## src/rtl/oven_pkg.sv

```systemverilog
// Shared oven controller types and constants.
// Beep state encoding and the default clock rate.
package oven_pkg;

  typedef enum logic [1:0] {
    IDLE = 2'd0,
    ON   = 2'd1,
    OFF  = 2'd2
  } beep_state_t;

  localparam int SECONDS_DFLT = 50_000_000;

endpackage

```

## src/rtl/oven_beeper_if.sv

```systemverilog
// Request/status bundle between oven control and the beeper.
// Optional tone modulation is selected by OVEN_BEEP_TONE_EN.
interface oven_beeper_if;

  logic start;
  logic cancel;
  logic beep;
  logic busy;
  logic done;

  modport master (
    output start,
    output cancel,
    input  beep,
    input  busy,
    input  done
  );

  modport slave (
    input  start,
    input  cancel,
    output beep,
    output busy,
    output done
  );

endinterface

```

## src/rtl/oven_tone_gen.sv

```systemverilog
// Registered square-wave tone, restarting high on each enable rise.
// Only instantiated when OVEN_BEEP_TONE_EN is defined.
module oven_tone_gen #(
  parameter int TONE_HALF = 25_000
) (
  input  logic clk,
  input  logic rst,
  input  logic en,
  output logic tone
);

  localparam logic [31:0] HALF_LAST = 32'(TONE_HALF - 1);

  logic [31:0] div_q, div_d;
  logic        run_q, run_d;
  logic        tone_q, tone_d;

  always_ff @(posedge clk) begin
    if (!rst) begin
      div_q  <= '0;
      run_q  <= 1'b0;
      tone_q <= 1'b0;
    end else begin
      div_q  <= div_d;
      run_q  <= run_d;
      tone_q <= tone_d;
    end
  end

  // en is the next-cycle ON flag, so tone_q is valid in the first ON cycle
  always_comb begin
    div_d  = div_q;
    run_d  = run_q;
    tone_d = tone_q;
    if (!en) begin
      div_d  = '0;
      run_d  = 1'b0;
      tone_d = 1'b0;
    end else if (!run_q) begin
      div_d  = '0;
      run_d  = 1'b1;
      tone_d = 1'b1;
    end else if (div_q == HALF_LAST) begin
      div_d  = '0;
      tone_d = ~tone_q;
    end else begin
      div_d  = div_q + 32'd1;
    end
  end

  assign tone = tone_q;

endmodule

```

## src/rtl/oven_beeper.sv

```systemverilog
// Plays BEEPS on-pulses separated by gaps after a start request.
// Define OVEN_BEEP_TONE_EN to square-wave modulate beep during ON.
module oven_beeper
  import oven_pkg::*;
#(
  parameter int SECONDS   = SECONDS_DFLT,
  parameter int BEEPS     = 3,
  parameter int ON_SEC    = 1,
  parameter int OFF_SEC   = 1,
  parameter int TONE_HALF = 25_000
) (
  input  logic          clk,
  input  logic          rst,
  oven_beeper_if.slave  bus
);

  localparam longint ON_L  = longint'(ON_SEC) * longint'(SECONDS);
  localparam longint OFF_L = longint'(OFF_SEC) * longint'(SECONDS);
  localparam int     CW    = $clog2(BEEPS + 1);

  localparam logic [31:0]   ON_LAST  = 32'(ON_L - 1);
  localparam logic [31:0]   OFF_LAST = 32'(OFF_L - 1);
  localparam logic [CW-1:0] BEEPS_C  = CW'(BEEPS);

  if (BEEPS < 1) begin : g_bad_beeps
    $error("oven_beeper: BEEPS must be >= 1");
  end
  if (ON_SEC < 1 || OFF_SEC < 1 || SECONDS < 1) begin : g_bad_len
    $error("oven_beeper: phase lengths must be >= 1");
  end
  if (ON_L > 64'hFFFF_FFFF || OFF_L > 64'hFFFF_FFFF) begin : g_bad_wide
    $error("oven_beeper: phase length exceeds 32-bit timer");
  end
  if (TONE_HALF < 1) begin : g_bad_tone
    $error("oven_beeper: TONE_HALF must be >= 1");
  end

  beep_state_t   state_q, state_d;
  logic [31:0]   timer_q, timer_d;
  logic [CW-1:0] cnt_q, cnt_d;
  logic          busy_q, busy_d;
  logic          done_q, done_d;
  logic          beep_d;
  logic          on_end, off_end;

  assign on_end  = (timer_q == ON_LAST);
  assign off_end = (timer_q == OFF_LAST);

  always_ff @(posedge clk) begin
    if (!rst) begin
      state_q <= IDLE;
      timer_q <= '0;
      cnt_q   <= '0;
      busy_q  <= 1'b0;
      done_q  <= 1'b0;
    end else begin
      state_q <= state_d;
      timer_q <= timer_d;
      cnt_q   <= cnt_d;
      busy_q  <= busy_d;
      done_q  <= done_d;
    end
  end

  always_comb begin
    state_d = state_q;
    timer_d = timer_q;
    cnt_d   = cnt_q;
    unique case (state_q)
      IDLE: begin
        if (bus.start) begin
          state_d = ON;
          timer_d = '0;
          cnt_d   = CW'(1);
        end
      end
      ON: begin
        if (on_end) begin
          timer_d = '0;
          if (cnt_q == BEEPS_C) begin
            state_d = IDLE;
            cnt_d   = '0;
          end else begin
            state_d = OFF;
          end
        end else begin
          timer_d = timer_q + 32'd1;
        end
      end
      OFF: begin
        if (off_end) begin
          state_d = ON;
          timer_d = '0;
          cnt_d   = cnt_q + CW'(1);
        end else begin
          timer_d = timer_q + 32'd1;
        end
      end
      default: begin
        state_d = IDLE;
        timer_d = '0;
        cnt_d   = '0;
      end
    endcase
    // cancel overrides everything, including a same-cycle start
    if (bus.cancel) begin
      state_d = IDLE;
      timer_d = '0;
      cnt_d   = '0;
    end
  end

  always_comb begin
    beep_d = (state_d == ON);
    busy_d = (state_d != IDLE);
    done_d = (state_q == ON) && on_end &&
             (cnt_q == BEEPS_C) && !bus.cancel;
  end

`ifdef OVEN_BEEP_TONE_EN
  logic tone;

  oven_tone_gen #(
    .TONE_HALF (TONE_HALF)
  ) u_tone (
    .clk  (clk),
    .rst  (rst),
    .en   (beep_d),
    .tone (tone)
  );

  assign bus.beep = tone;
`else
  logic beep_q;

  always_ff @(posedge clk) begin
    if (!rst) beep_q <= 1'b0;
    else      beep_q <= beep_d;
  end

  assign bus.beep = beep_q;
`endif

  assign bus.busy = busy_q;
  assign bus.done = done_q;

endmodule

```

## src/flat_wrapper.sv

```systemverilog
// flat-port wrapper written by rule: the top's interface ports become plain ports
module oven_beeper_flat import oven_pkg::*;
#(
  parameter int SECONDS   = SECONDS_DFLT,
  parameter int BEEPS     = 3,
  parameter int ON_SEC    = 1,
  parameter int OFF_SEC   = 1,
  parameter int TONE_HALF = 25_000
)
  (clk, rst, bus_start, bus_cancel, bus_beep, bus_busy, bus_done);
  oven_beeper_if bus_i ();
  input  logic clk;
  input  logic rst;
  input wire logic [$bits(bus_i.start)-1:0] bus_start;
  input wire logic [$bits(bus_i.cancel)-1:0] bus_cancel;
  output wire logic [$bits(bus_i.beep)-1:0] bus_beep;
  output wire logic [$bits(bus_i.busy)-1:0] bus_busy;
  output wire logic [$bits(bus_i.done)-1:0] bus_done;
  assign bus_i.start = bus_start;
  assign bus_i.cancel = bus_cancel;
  assign bus_beep = bus_i.beep;
  assign bus_busy = bus_i.busy;
  assign bus_done = bus_i.done;
  oven_beeper #(.SECONDS(SECONDS), .BEEPS(BEEPS), .ON_SEC(ON_SEC), .OFF_SEC(OFF_SEC), .TONE_HALF(TONE_HALF)) u_core (.clk(clk), .rst(rst), .bus(bus_i));
endmodule
```

## config.mk

```make
export PLATFORM = sky130hd
export DESIGN_NAME = oven_beeper_flat
export DESIGN_NICKNAME = d
export VERILOG_FILES = /design/src/rtl/oven_pkg.sv /design/src/rtl/oven_beeper_if.sv /design/src/rtl/oven_tone_gen.sv /design/src/rtl/oven_beeper.sv /design/src/flat_wrapper.sv
export SDC_FILE = /design/constraint.sdc
export NUM_CORES = 1
export LEC_CHECK = 0
export BUFFER_PORTS_ARGS = -buffer_cell sky130_fd_sc_hd__buf_4
export CORE_MARGIN = 1.5
export CORE_UTILIZATION = 60
export DETAILED_ROUTE_END_ITERATION = 6
export GPL_TIMING_DRIVEN = 0
export PLACE_DENSITY_LB_ADDON = 0.05
export SLEW_MARGIN = 20
export SYNTH_ARGS = -nofsm -noshare
export SYNTH_HDL_FRONTEND = slang
export SYNTH_SLANG_ARGS = --single-unit
```

## constraint.sdc

```tcl
create_clock -name clk -period 4.1 [get_ports clk]
set_input_delay 0.615 -clock clk [delete_from_list [all_inputs] [get_ports clk]]
set_output_delay 0.615 -clock clk [all_outputs]
set_load 0.05 [all_outputs]
```

== After elaboration in Yosys (flattened, before gate mapping) ==
Index checks and enable logic that the tools add are counted.
Cells by class
  add/sub/neg operators: 2
  equality and inequality tests: 9
  multiplexer cells: 14
  bitwise operators: 1
  reduce and logical (&&, ||, !) cells: 9
Operators by type and width (number)
  $mux W32: 2
  $pmux W32 S2: 1
  $add A32 B1 Y32 const B: 1
  $eq A32 B26 Y1 const B: 1
  $mux W2: 9
  $pmux W2 S3: 2
  $ne A2 B1 Y1 const B: 3
  $eq A2 B1 Y1 const B: 2
  $eq A2 B2 Y1 const B: 2
  $reduce_and A4 Y1: 1
  $reduce_or A2 Y1: 2
  $logic_and A1 B1 Y1: 3
  $add A2 B1 Y2 const B: 1
  $logic_not A2 Y1: 1
  $ne A2 B2 Y1 const B: 1
  $reduce_bool A2 Y1: 1
  $logic_not A1 Y1: 1
  $not A1 Y1: 1
Word-level totals
  register bits after elaboration: 39
  output and inout port bits: 3
  word-level logic and storage cells: 41

== Depth between registers and ports, before layout ==
Gate-level depths: netlist of run 1.
  depth in word-level cells: 6
  mapped depth: 10
  depth with buffers taken out: 8

== Least setup slack after synthesis of run 1 ==
Ideal clock, no wire load.
  path kind: register to register
  from: reg u_core.state_q[0]
  to: reg u_core.timer_q[31]
  arrival time: 2.051 ns
  path slack: 1.933 ns
  stages on the path, launching flop included: 9
  buffers on the path: 0
  cell sequence: dfxtp_1 > inv_1 > ha_1 > nor2b_4 > or4_4 > nor4b_4 > nand4_1 > xor2_1 > nor2_2
On the way
  longest elaborated chain between the ends: 3
RTL lines
  start: declaration: RTL line oven_beeper.sv:38  | beep_state_t state_q, state_d;
  start signal: assignment: RTL line oven_beeper.sv:57  | state_q <= state_d;
  $eq A2 B2 Y1 or $eq A2 B1 Y1 (tied branches): RTL line oven_beeper.sv:69  | unique case (state_q)
  $reduce_or A2 Y1 (no source line)
  $pmux W32 S2: RTL line oven_beeper.sv:69
  end signal: assignment: RTL line oven_beeper.sv:58  | timer_q <= timer_d;
  end: declaration: RTL line oven_beeper.sv:39  | logic [31:0] timer_q, timer_d;
Several ways; a longest one is shown, not always the timed one.
A chain may end at the register's enable or synchronous reset.

== Worst setup path in the final report of run 1 ==
  from: reg u_core.state_q[0]
  to: reg u_core.timer_q[9]
The elaborated chain is that of the path after synthesis.

==> impl_metrics.yaml, run 1 <==
status:
  status: "finished clean"
routing:
  wire_per_inst_um: 14.1
  avgViaCountPerCell: 5.69
  ant_nets: 0
  wl_mm: 4.13
  drtPass1Iterations: 4
  drc: 0
  drtIter0Drc: 91
  vias: 1666
logic_synthesis:
  synth_area_um2: 2010
  yosysWarnings: 0
  synthTopCellsByCount: "nor2_1, dfxtp_1, nand2_1, xnor2_1"
  async_reset_ff_frac: 0
  yosysTopAreaCellShare: 0.389
  ys.flop_type: "dfxtp_1"
  syn_avg_cell_area_um2: 8.53
  netlist_instances: 235
  synth_seq_cells: 39
  ys_seq_area_frac: 0.389
  syn-num-nets: 245
  synth_edf_count: 0
  yosysMostFrequentCell: "nor2_1"
  synth_area_leaders: "dfxtp_1, nor2_1, xnor2_1"
  yosysTopAreaCell: "dfxtp_1"
  ys_types: 41
worst_hold_path:
  hold_class: "reg -> reg"
  worstHoldStart: "u_core.cnt_q[1]"
  whs_endpoint: "u_core.cnt_q[1]"
  min_path_cells: 2
die:
  die_h_um: 60.8
  die_area_um2: 3700
  rows: 20
  fp.coreArea_um2: 3100
  pin_count: 7
  die_w_um: 60.8
  start_util: 0.646
final_layout:
  multi_input_area_um2: 1160
  drive_above_1_share: 0.120
  nFillCells: 257
  fin_nets: 258
  seqCellArea_um2: 781
  antenna_cells: 0
  final_cell_area_um2: 2160
  fin_util: 0.696
  areaGrowthSynthToFinish_pct: 7.61
pwr:
  p_sw_frac: 0.247
  peakVddDrop_mv: 0.277
  power.leakage_nw: 0.749
  power.internal_mw: 0.456
  p_per_area_nw_per_um2: 281
  pwr-share-clk: 0.316
  p_sw_mw: 0.150
  comb_power_share: 0.052
  seq_power_share: 0.632
clocking:
  clkLatencyLatePin_ns: 0.36
  tritoncts: "done"
  cts_resized: 0
  clk_pin_slew_worst_paths_ns: 0.12
  root_buffer: "clkbuf_4"
  postCtsHoldBufs: 0
  cts_max_level: 2
  clockBufferDepth: 2
  cts_inserted_buffers: 5
  postCtsSetupBuffers: 0
  cts.sinks: 39
global_routing:
  grt_pass1_vias: 1621
  grt_max_degree: 13
  grtUsageTotal: 0.258
  grt_overflow: 0
  antenna_found_initial: 0
  grt_pass1_wl_mm: 7.07
critical_path:
  r2r_end: "u_core.timer_q[9]"
  cp_slowest_stage_delay_ns: 0.80
  slowest_stage: "nor4_1"
  reg2regPathDepth: 8
  critPathLaunchType: "register"
  path_cells: "inv_1, ha_1, nor2b_4, nor4_1, nand2_1, nor3b_1, o21ai_0, a21oi_1"
  worstPathMaxFanout: 7
  worst-endpoint-arrival_ns: 2.83
  reg2reg_slack_ns: 1.56
  required_ns: 4.39
  r2r_start: "u_core.state_q[0]"
  critPathKind: "reg -> reg"
  worstSetupEndpointType: "register"
sta:
  hold_viol: 0
  setup_slack_ns: 1.56
  timing_worst_slew_pin_value_ns: 0.919
  setup_viol: 0
  slew_headroom: 0.382
  slew_violations: 0
  period_minus_slack_ns: 2.54
  finalCritPeriodShare: 0.619
  tns_ns: 0
  clock-skew-final_ns: 0.0194
  fmax_ghz: 0.394
  rsz0062_at_grt: "false"
placement:
  gp_congestion: 0.813
  placed_area_um2: 2110
  dpl_worst_slack_ns: 1.65
  numPortBuffers: 6
  dp_hpwl_mm: 3.04
run:
  maxCapViolCount: 0
[metrics by stage]
step / std cells / power, mW / hold slack (ns)
5_1_grt: 293 / 0.630 / 0.546
3_5_place_dp: 285 / 0.423 / 0.482
2_1_floorplan: 235 / 0.413 / 0.453
6_report: 293 / 0.606 / 0.497
3_3_place_gp: 285 / 0.421 / 0.464
4_1_cts: 293 / 0.609 / 0.499
[critical path, delay by kind of cell, from the launching register on]
| kind | cells | cell delay (ns) |
|---|---|---|
| buf+inv | 1 | 0.10 |
| fa+ha+maj | 1 | 0.28 |
| compound gates | 2 | 0.31 |
| flops | 1 | 0.41 |
| simple gates | 4 | 1.36 |
[per-layer routing]
| layer | global-route usage | vias up | part of all wire | routed length, µm |
|---|---|---|---|---|
| met3 | 0.0832 | 8 | 0.041 | 171 |
| li1 | - | 845 | - | - |
| met2 | 0.409 | 31 | 0.46 | 1910 |
| met1 | 0.331 | 782 | 0.48 | 1990 |
| met4 | 0.0963 | 0 | 0.015 | 61 |
| met5 | 0 | - | 0 | 0 |
[flip-flops by register name, indices dropped and copies added (netlist names)]
signal	count
u_core.timer_q	32
u_core.cnt_q	2
u_core.state_q	2
u_core.bus.beep	1
u_core.bus.busy	1
u_core.bus.done	1
[how the worst max path moves through the flow]
stage,startpoint,end,slack [ns],depth (start not counted)
after detailed placement,u_core.state_q[0],u_core.timer_q[9],1.65,8
after global routing,u_core.state_q[0],u_core.timer_q[9],1.34,8
after floorplan,u_core.state_q[0],u_core.timer_q[31],1.93,8
after global placement,u_core.state_q[0],u_core.timer_q[31],1.73,8
final,u_core.state_q[0],u_core.timer_q[9],1.56,8
after CTS,u_core.state_q[0],u_core.timer_q[9],1.60,8
[power by group through the flow]
stage	logic, mW	clock network [mW]	registers [mW]
after floorplan	0.0192	0	0.393
after global placement	0.0304	0	0.391
after detailed placement	0.0313	0	0.391
after CTS	0.0316	0.195	0.383
after global routing	0.0348	0.212	0.383
final	0.0318	0.191	0.383
[kinds of logic (layout without fill, tap and decap cells)]
group / count (synthesis) / after routing / share of synthesized area
AND/OR/NAND/NOR: 125 / 125 / 0.352
flip-flops: 39 / 39 / 0.389
XOR/XNOR: 25 / 25 / 0.109
AO/OA/AOI/OAI: 24 / 24 / 0.0780
buffers and inverters: 16 / 30 / 0.0337
adder cells (fa/ha/maj): 6 / 6 / 0.0374
[cells in the final DEF, fill, tap and decap left out, types with 3 or more instances in the layout]
cell type and n:
xnor2_1 15, a31oi_1 3, clkbuf_4 5, nor3_1 3, nand2_1 25, inv_1 9
nand3_1 10, ha_1 6, o31ai_1 3, dfxtp_1 39, nor4_1 3, nand4b_1 3
and3_1 7, nor2_1 40, a21oi_1 5, and4_1 6, o21ai_0 6, buf_2 5
nand4_1 8, clkinv_2 3, nand2b_1 4, xor2_1 10, buf_4 6
[final cells by class]
class | instances | share of cell area
buffer | 7 | 0.0157
tap | 44 | 0.0255
timing repair buffer | 6 | 0.0209
clock buffer | 5 | 0.0174
sequential | 39 | 0.362
clock inverter | 3 | 0.00696
inverter | 9 | 0.0157
multi-input combinational | 180 | 0.536
Power figures use the tool's default switching activity.
==> inputs of run 2 (changes only) <==
==> constraint.sdc (replaced) <==
create_clock -name clk -period 2.4 [get_ports clk]
set_input_delay 0.36 -clock clk [delete_from_list [all_inputs] [get_ports clk]]
set_output_delay 0.36 -clock clk [all_outputs]
set_load 0.05 [all_outputs]
==> impl_metrics.yaml, run 2 (synthesized netlist as in run 1, its figures left out) <==
pwr:
  power.leakage_nw: 0.763
  p_sw_mw: 0.257
  pwr-share-clk: 0.316
  peakVddDrop_mv: 0.473
  seq_power_share: 0.630
  power.internal_mw: 0.780
  power_mw: 1.04
  comb_power_share: 0.054
  p_per_area_nw_per_um2: 472
  p_sw_frac: 0.248
critical_path:
  slowest_stage: "or4_4"
  reg2reg_slack_ns: 0.16
  r2r_end: "u_core.timer_q[31]"
  crit_start: "u_core.state_q[0]"
  worstSetupEndpointType: "register"
  cp_slowest_stage_delay_ns: 0.46
  r2r_start: "u_core.state_q[0]"
  worst-endpoint-arrival_ns: 2.49
  critPathLaunchType: "register"
  reg2regPathDepth: 8
  path_cells: "inv_1, ha_2, nor2b_4, or4_4, nor4b_4, nand4_1, xor2_1, nor2_2"
  required_ns: 2.66
  worstPathMaxFanout: 7
  critPathKind: "reg -> reg"
global_routing:
  antenna_found_initial: 0
  grt_max_degree: 13
  grtUsageTotal: 0.258
  grt_overflow: 0
  grt_pass1_wl_mm: 7.06
  grt_pass1_vias: 1612
sta:
  hold_viol: 0
  fmax_ghz: 0.447
  clock-skew-final_ns: 0.0195
  finalCritPeriodShare: 0.932
  holdWs_ns: 0.320
  timing_worst_slew_pin_value_ns: 0.555
  period_minus_slack_ns: 2.24
  rsz0062_at_grt: "false"
  slew_violations: 0
  slew_headroom: 0.627
  setup_viol: 0
final_layout:
  antenna_cells: 0
  largest_reg_flops: 32
  reg_top3: "u_core.timer_q x32, u_core.cnt_q x2, u_core.state_q x2"
  drive_above_1_share: 0.147
  areaGrowthSynthToFinish_pct: 9.54
  nFillCells: 253
  fin_nets: 261
  mostFrequentLayoutCell: "nor2_1"
  multi_input_area_um2: 1170
  regMostFlops: "u_core.timer_q"
  layout_common_cells: "nor2_1, dfxtp_1, nand2_1, xnor2_1"
  seqCellArea_um2: 786
clocking:
  postCtsHoldBufs: 0
  tritoncts: "done"
  cts.sinks: 39
  clockBufferDepth: 2
  cts_inserted_buffers: 5
  clk_pin_slew_worst_paths_ns: 0.12
  clkLatencyLatePin_ns: 0.35
  root_buffer: "clkbuf_4"
  cts_max_level: 2
routing:
  drtIter0Drc: 127
  wl_mm: 4.18
  wire_per_inst_um: 14.1
  ant_nets: 0
  drc: 0
  avgViaCountPerCell: 5.70
  vias: 1687
  drtPass1Iterations: 4
die:
  rows: 20
  die_w_um: 60.8
  die_area_um2: 3700
  pin_count: 7
  start_util: 0.646
  fp.coreArea_um2: 3100
  die_h_um: 60.8
worst_hold_path:
  min_path_cells: 4
  worstHoldStart: "bus_start"
  hold_class: "in -> reg"
  whs_endpoint: "u_core.timer_q[1]"
placement:
  dp_hpwl_mm: 3.04
  numPortBuffers: 6
  gp_congestion: 0.813
status:
  status: "finished clean"
run:
  maxCapViolCount: 0
## run 2: changes by cell type in the layout (fill, tap and decap cells not counted)
cell,delta
buf_2,-1
buf_4,+3
clkbuf_4,+1
dfxtp_1,-2
dfxtp_2,+1
dfxtp_4,+1
ha_1,-1
ha_2,+1
nor4_1,-1
nor4_2,+1
## run 2: per-layer routing
layer | vias to the layer above | share of wire | GRT usage
li1 | 849 | - | -
met1 | 793 | 0.47 | 0.333
met2 | 37 | 0.46 | 0.409
met3 | 8 | 0.054 | 0.0789
met4 | 0 | 0.015 | 0.0901
met5 | - | 0 | 0
## run 2: timing repair
item / in CTS / in global routing
resized for setup: 3 / 3
setup buffers: 0 / 3
endpoints found under the setup margin: 4 / 30
pin swaps: 1 / 5
## run 2: power groups by stage
stage,logic (mW),registers (mW),clock network [mW]
3_5_place_dp,0.0535,0.668,0
3_3_place_gp,0.0520,0.668,0
5_1_grt,0.0607,0.654,0.362
4_1_cts,0.0542,0.654,0.332
2_1_floorplan,0.0327,0.672,0
6_report,0.0561,0.653,0.327
## run 2: worst max path at each step
stage / end / slack (ns) / cells after the start
after global routing: u_core.timer_q[31] / 0.05 / 8
after detailed placement: u_core.timer_q[9] / -0.05 / 8
after global placement: u_core.timer_q[31] / 0.03 / 8
final: u_core.timer_q[31] / 0.16 / 8
after CTS: u_core.timer_q[13] / 0.03 / 8
after floorplan: u_core.timer_q[31] / 0.23 / 8
## run 2: area by class of cell
| type | instances | area share |
|---|---|---|
| clock inverters | 3 | 0.00683 |
| clock buffers | 5 | 0.0171 |
| inverters | 9 | 0.0154 |
| well taps | 44 | 0.0251 |
| flip-flops and latches | 39 | 0.358 |
| plain buffers | 7 | 0.0165 |
| repair buffers | 9 | 0.0308 |
| multi-input cells | 180 | 0.531 |
## run 2: worst max-delay path: cells and delay by family (launching register included)
family / cells / cell delay, ns
buffers and inverters: 1 / 0.07
XOR/XNOR: 1 / 0.22
AND/OR/NAND/NOR: 5 / 1.23
adder cells (fa/ha/maj): 1 / 0.23
flip-flops: 1 / 0.38
## run 2: metrics by stage
step	worst slack, ns	util	instances	area [µm²]	setup TNS, ns
final	0.162	0.708	296	2200	0
after detailed placement	-0.0503	0.679	285	2110	-0.0894
after global placement	0.0303	0.679	285	2110	0
after global routing	0.0493	0.708	296	2200	0
after floorplan	0.233	-	235	2010	0
after CTS	0.0303	0.698	293	2170	0
==> inputs of run 3 (changes only) <==
--- a/config.mk
+++ b/config.mk
@@ -6,7 +6,6 @@
 export NUM_CORES = 1
 export LEC_CHECK = 0
 export BUFFER_PORTS_ARGS = -buffer_cell sky130_fd_sc_hd__buf_4
-export CORE_MARGIN = 1.5
 export CORE_UTILIZATION = 60
 export DETAILED_ROUTE_END_ITERATION = 6
 export GPL_TIMING_DRIVEN = 0
==> impl_metrics.yaml, run 3 (synthesized netlist as in run 1, its figures left out) <==
final_layout:
  reg_top3: "u_core.timer_q x32, u_core.cnt_q x2, u_core.state_q x2"
  layout_common_cells: "nor2_1, dfxtp_1, nand2_1, xnor2_1"
  final_cell_area_um2: 2190
  regMostFlops: "u_core.timer_q"
  fin_nets: 260
  areaGrowthSynthToFinish_pct: 9.42
  fin_util: 0.707
  drive_above_1_share: 0.135
  mostFrequentLayoutCell: "nor2_1"
  largest_reg_flops: 32
  nFillCells: 261
  antenna_cells: 0
  final_cells: 295
routing:
  drtIter0Drc: 89
  wl_mm: 4.16
  drc: 0
  avgViaCountPerCell: 5.84
  ant_nets: 0
  wire_per_inst_um: 14.1
  drtPass1Iterations: 4
  vias: 1723
run:
  maxCapViolCount: 0
sta:
  finalCritPeriodShare: 0.919
  rsz0062_at_grt: "false"
  clock-skew-final_ns: 0.00570
  timing_worst_slew_pin_value_ns: 0.557
  period_minus_slack_ns: 2.20
  tns_ns: 0
  setup_viol: 0
  holdWs_ns: 0.344
  fmax_ghz: 0.454
  hold_viol: 0
  slew_headroom: 0.626
  slew_violations: 0
  setup_slack_ns: 0.195
global_routing:
  antenna_found_initial: 0
  grt_pass1_wl_mm: 7.29
  grt_overflow: 0
  grt_pass1_vias: 1650
  grtUsageTotal: 0.274
  grt_max_degree: 12
placement:
  placed_area_um2: 2110
  dp.cells: 285
  dpl_worst_slack_ns: -0.0894
  gp_congestion: 0.809
  dp_hpwl_mm: 3.03
  numPortBuffers: 6
critical_path:
  critPathLaunchType: "register"
  worst-endpoint-arrival_ns: 2.44
  required_ns: 2.63
  worstSetupEndpointType: "register"
  critPathKind: "reg -> reg"
  worstPathMaxFanout: 7
pwr:
  power.leakage_nw: 0.757
  p_sw_mw: 0.241
  peakVddDrop_mv: 0.293
  seq_power_share: 0.636
  p_sw_frac: 0.235
  comb_power_share: 0.055
  power.internal_mw: 0.785
  power_mw: 1.03
  p_per_area_nw_per_um2: 468
  pwr-share-clk: 0.309
die:
  pin_count: 7
  start_util: 0.646
  die_w_um: 59.8
  fp.coreArea_um2: 3100
  die_area_um2: 3580
  die_h_um: 59.8
  rows: 20
worst_hold_path:
  hold_class: "in -> reg"
clocking:
  clockBufferDepth: 2
  tritoncts: "done"
  cts_inserted_buffers: 5
  postCtsHoldBufs: 0
  clk_pin_slew_worst_paths_ns: 0.11
  cts.sinks: 39
  cts_max_level: 2
  clkLatencyLatePin_ns: 0.34
  root_buffer: "clkbuf_4"
status:
  status: "finished clean"
[run 3: cell types whose count changed in the layout (fill, tap and decap cells not counted), sizes merged]
cell | previous run | this run
clkbuf | 8 | 9
clkinv | 3 | 1
[run 3: path summary, 6_finish.rpt]
| kind | start | endpoint | slack, ns | depth (start not counted) |
|---|---|---|---|---|
| worst max register to register | u_core.state_q[1] | u_core.timer_q[29] | 0.20 | 9 |
| worst max-delay path | u_core.state_q[1] | u_core.timer_q[29] | 0.20 | 9 |
| worst min-delay path | bus_start | u_core.timer_q[1] | 0.34 | 4 |
| worst min register to register | u_core.cnt_q[1] | u_core.cnt_q[1] | 0.50 | 2 |
[run 3: cell type report]
cell class	instances	area, µm²	area share
multi-input combinational	180	1180	0.536
inverter	9	33.8	0.0154
sequential	39	786	0.358
tap	44	55.1	0.0251
timing repair buffer	8	60.1	0.0274
clock inverter	1	5.00	0.00228
buffer	7	33.8	0.0154
clock buffer	7	45.0	0.0205
[run 3: routing by layer]
metal | up-vias | global-route usage | share of wire
met5 | - | 0 | 0
met4 | 0 | 0.0731 | 0.015
met3 | 11 | 0.0909 | 0.051
met2 | 50 | 0.440 | 0.48
met1 | 814 | 0.353 | 0.46
li1 | 848 | - | -
[run 3: critical path, stage by stage (launching register included)]
cell     delay, ns
dfxtp_2       0.38
inv_1         0.09
ha_4          0.19
nor2b_4       0.15
or4_4         0.46
nor4b_4       0.38
buf_4         0.17
nand2_1       0.05
xor2_1        0.15
nor2_1        0.06
[run 3: repair_timing]
action,4_1_cts,5_1_grt
setup buffers,0,2
resized for setup,2,4
pin swaps,1,3
endpoints found under the setup margin,2,30
[run 3: power by group through the flow]
stage / Clock [mW] / Sequential [mW] / Combinational, mW
global route: 0.352 / 0.654 / 0.0620
detailed placement: 0 / 0.669 / 0.0538
CTS: 0.323 / 0.654 / 0.0541
global placement: 0 / 0.668 / 0.0520
floorplan: 0 / 0.672 / 0.0327
finish: 0.317 / 0.653 / 0.0562
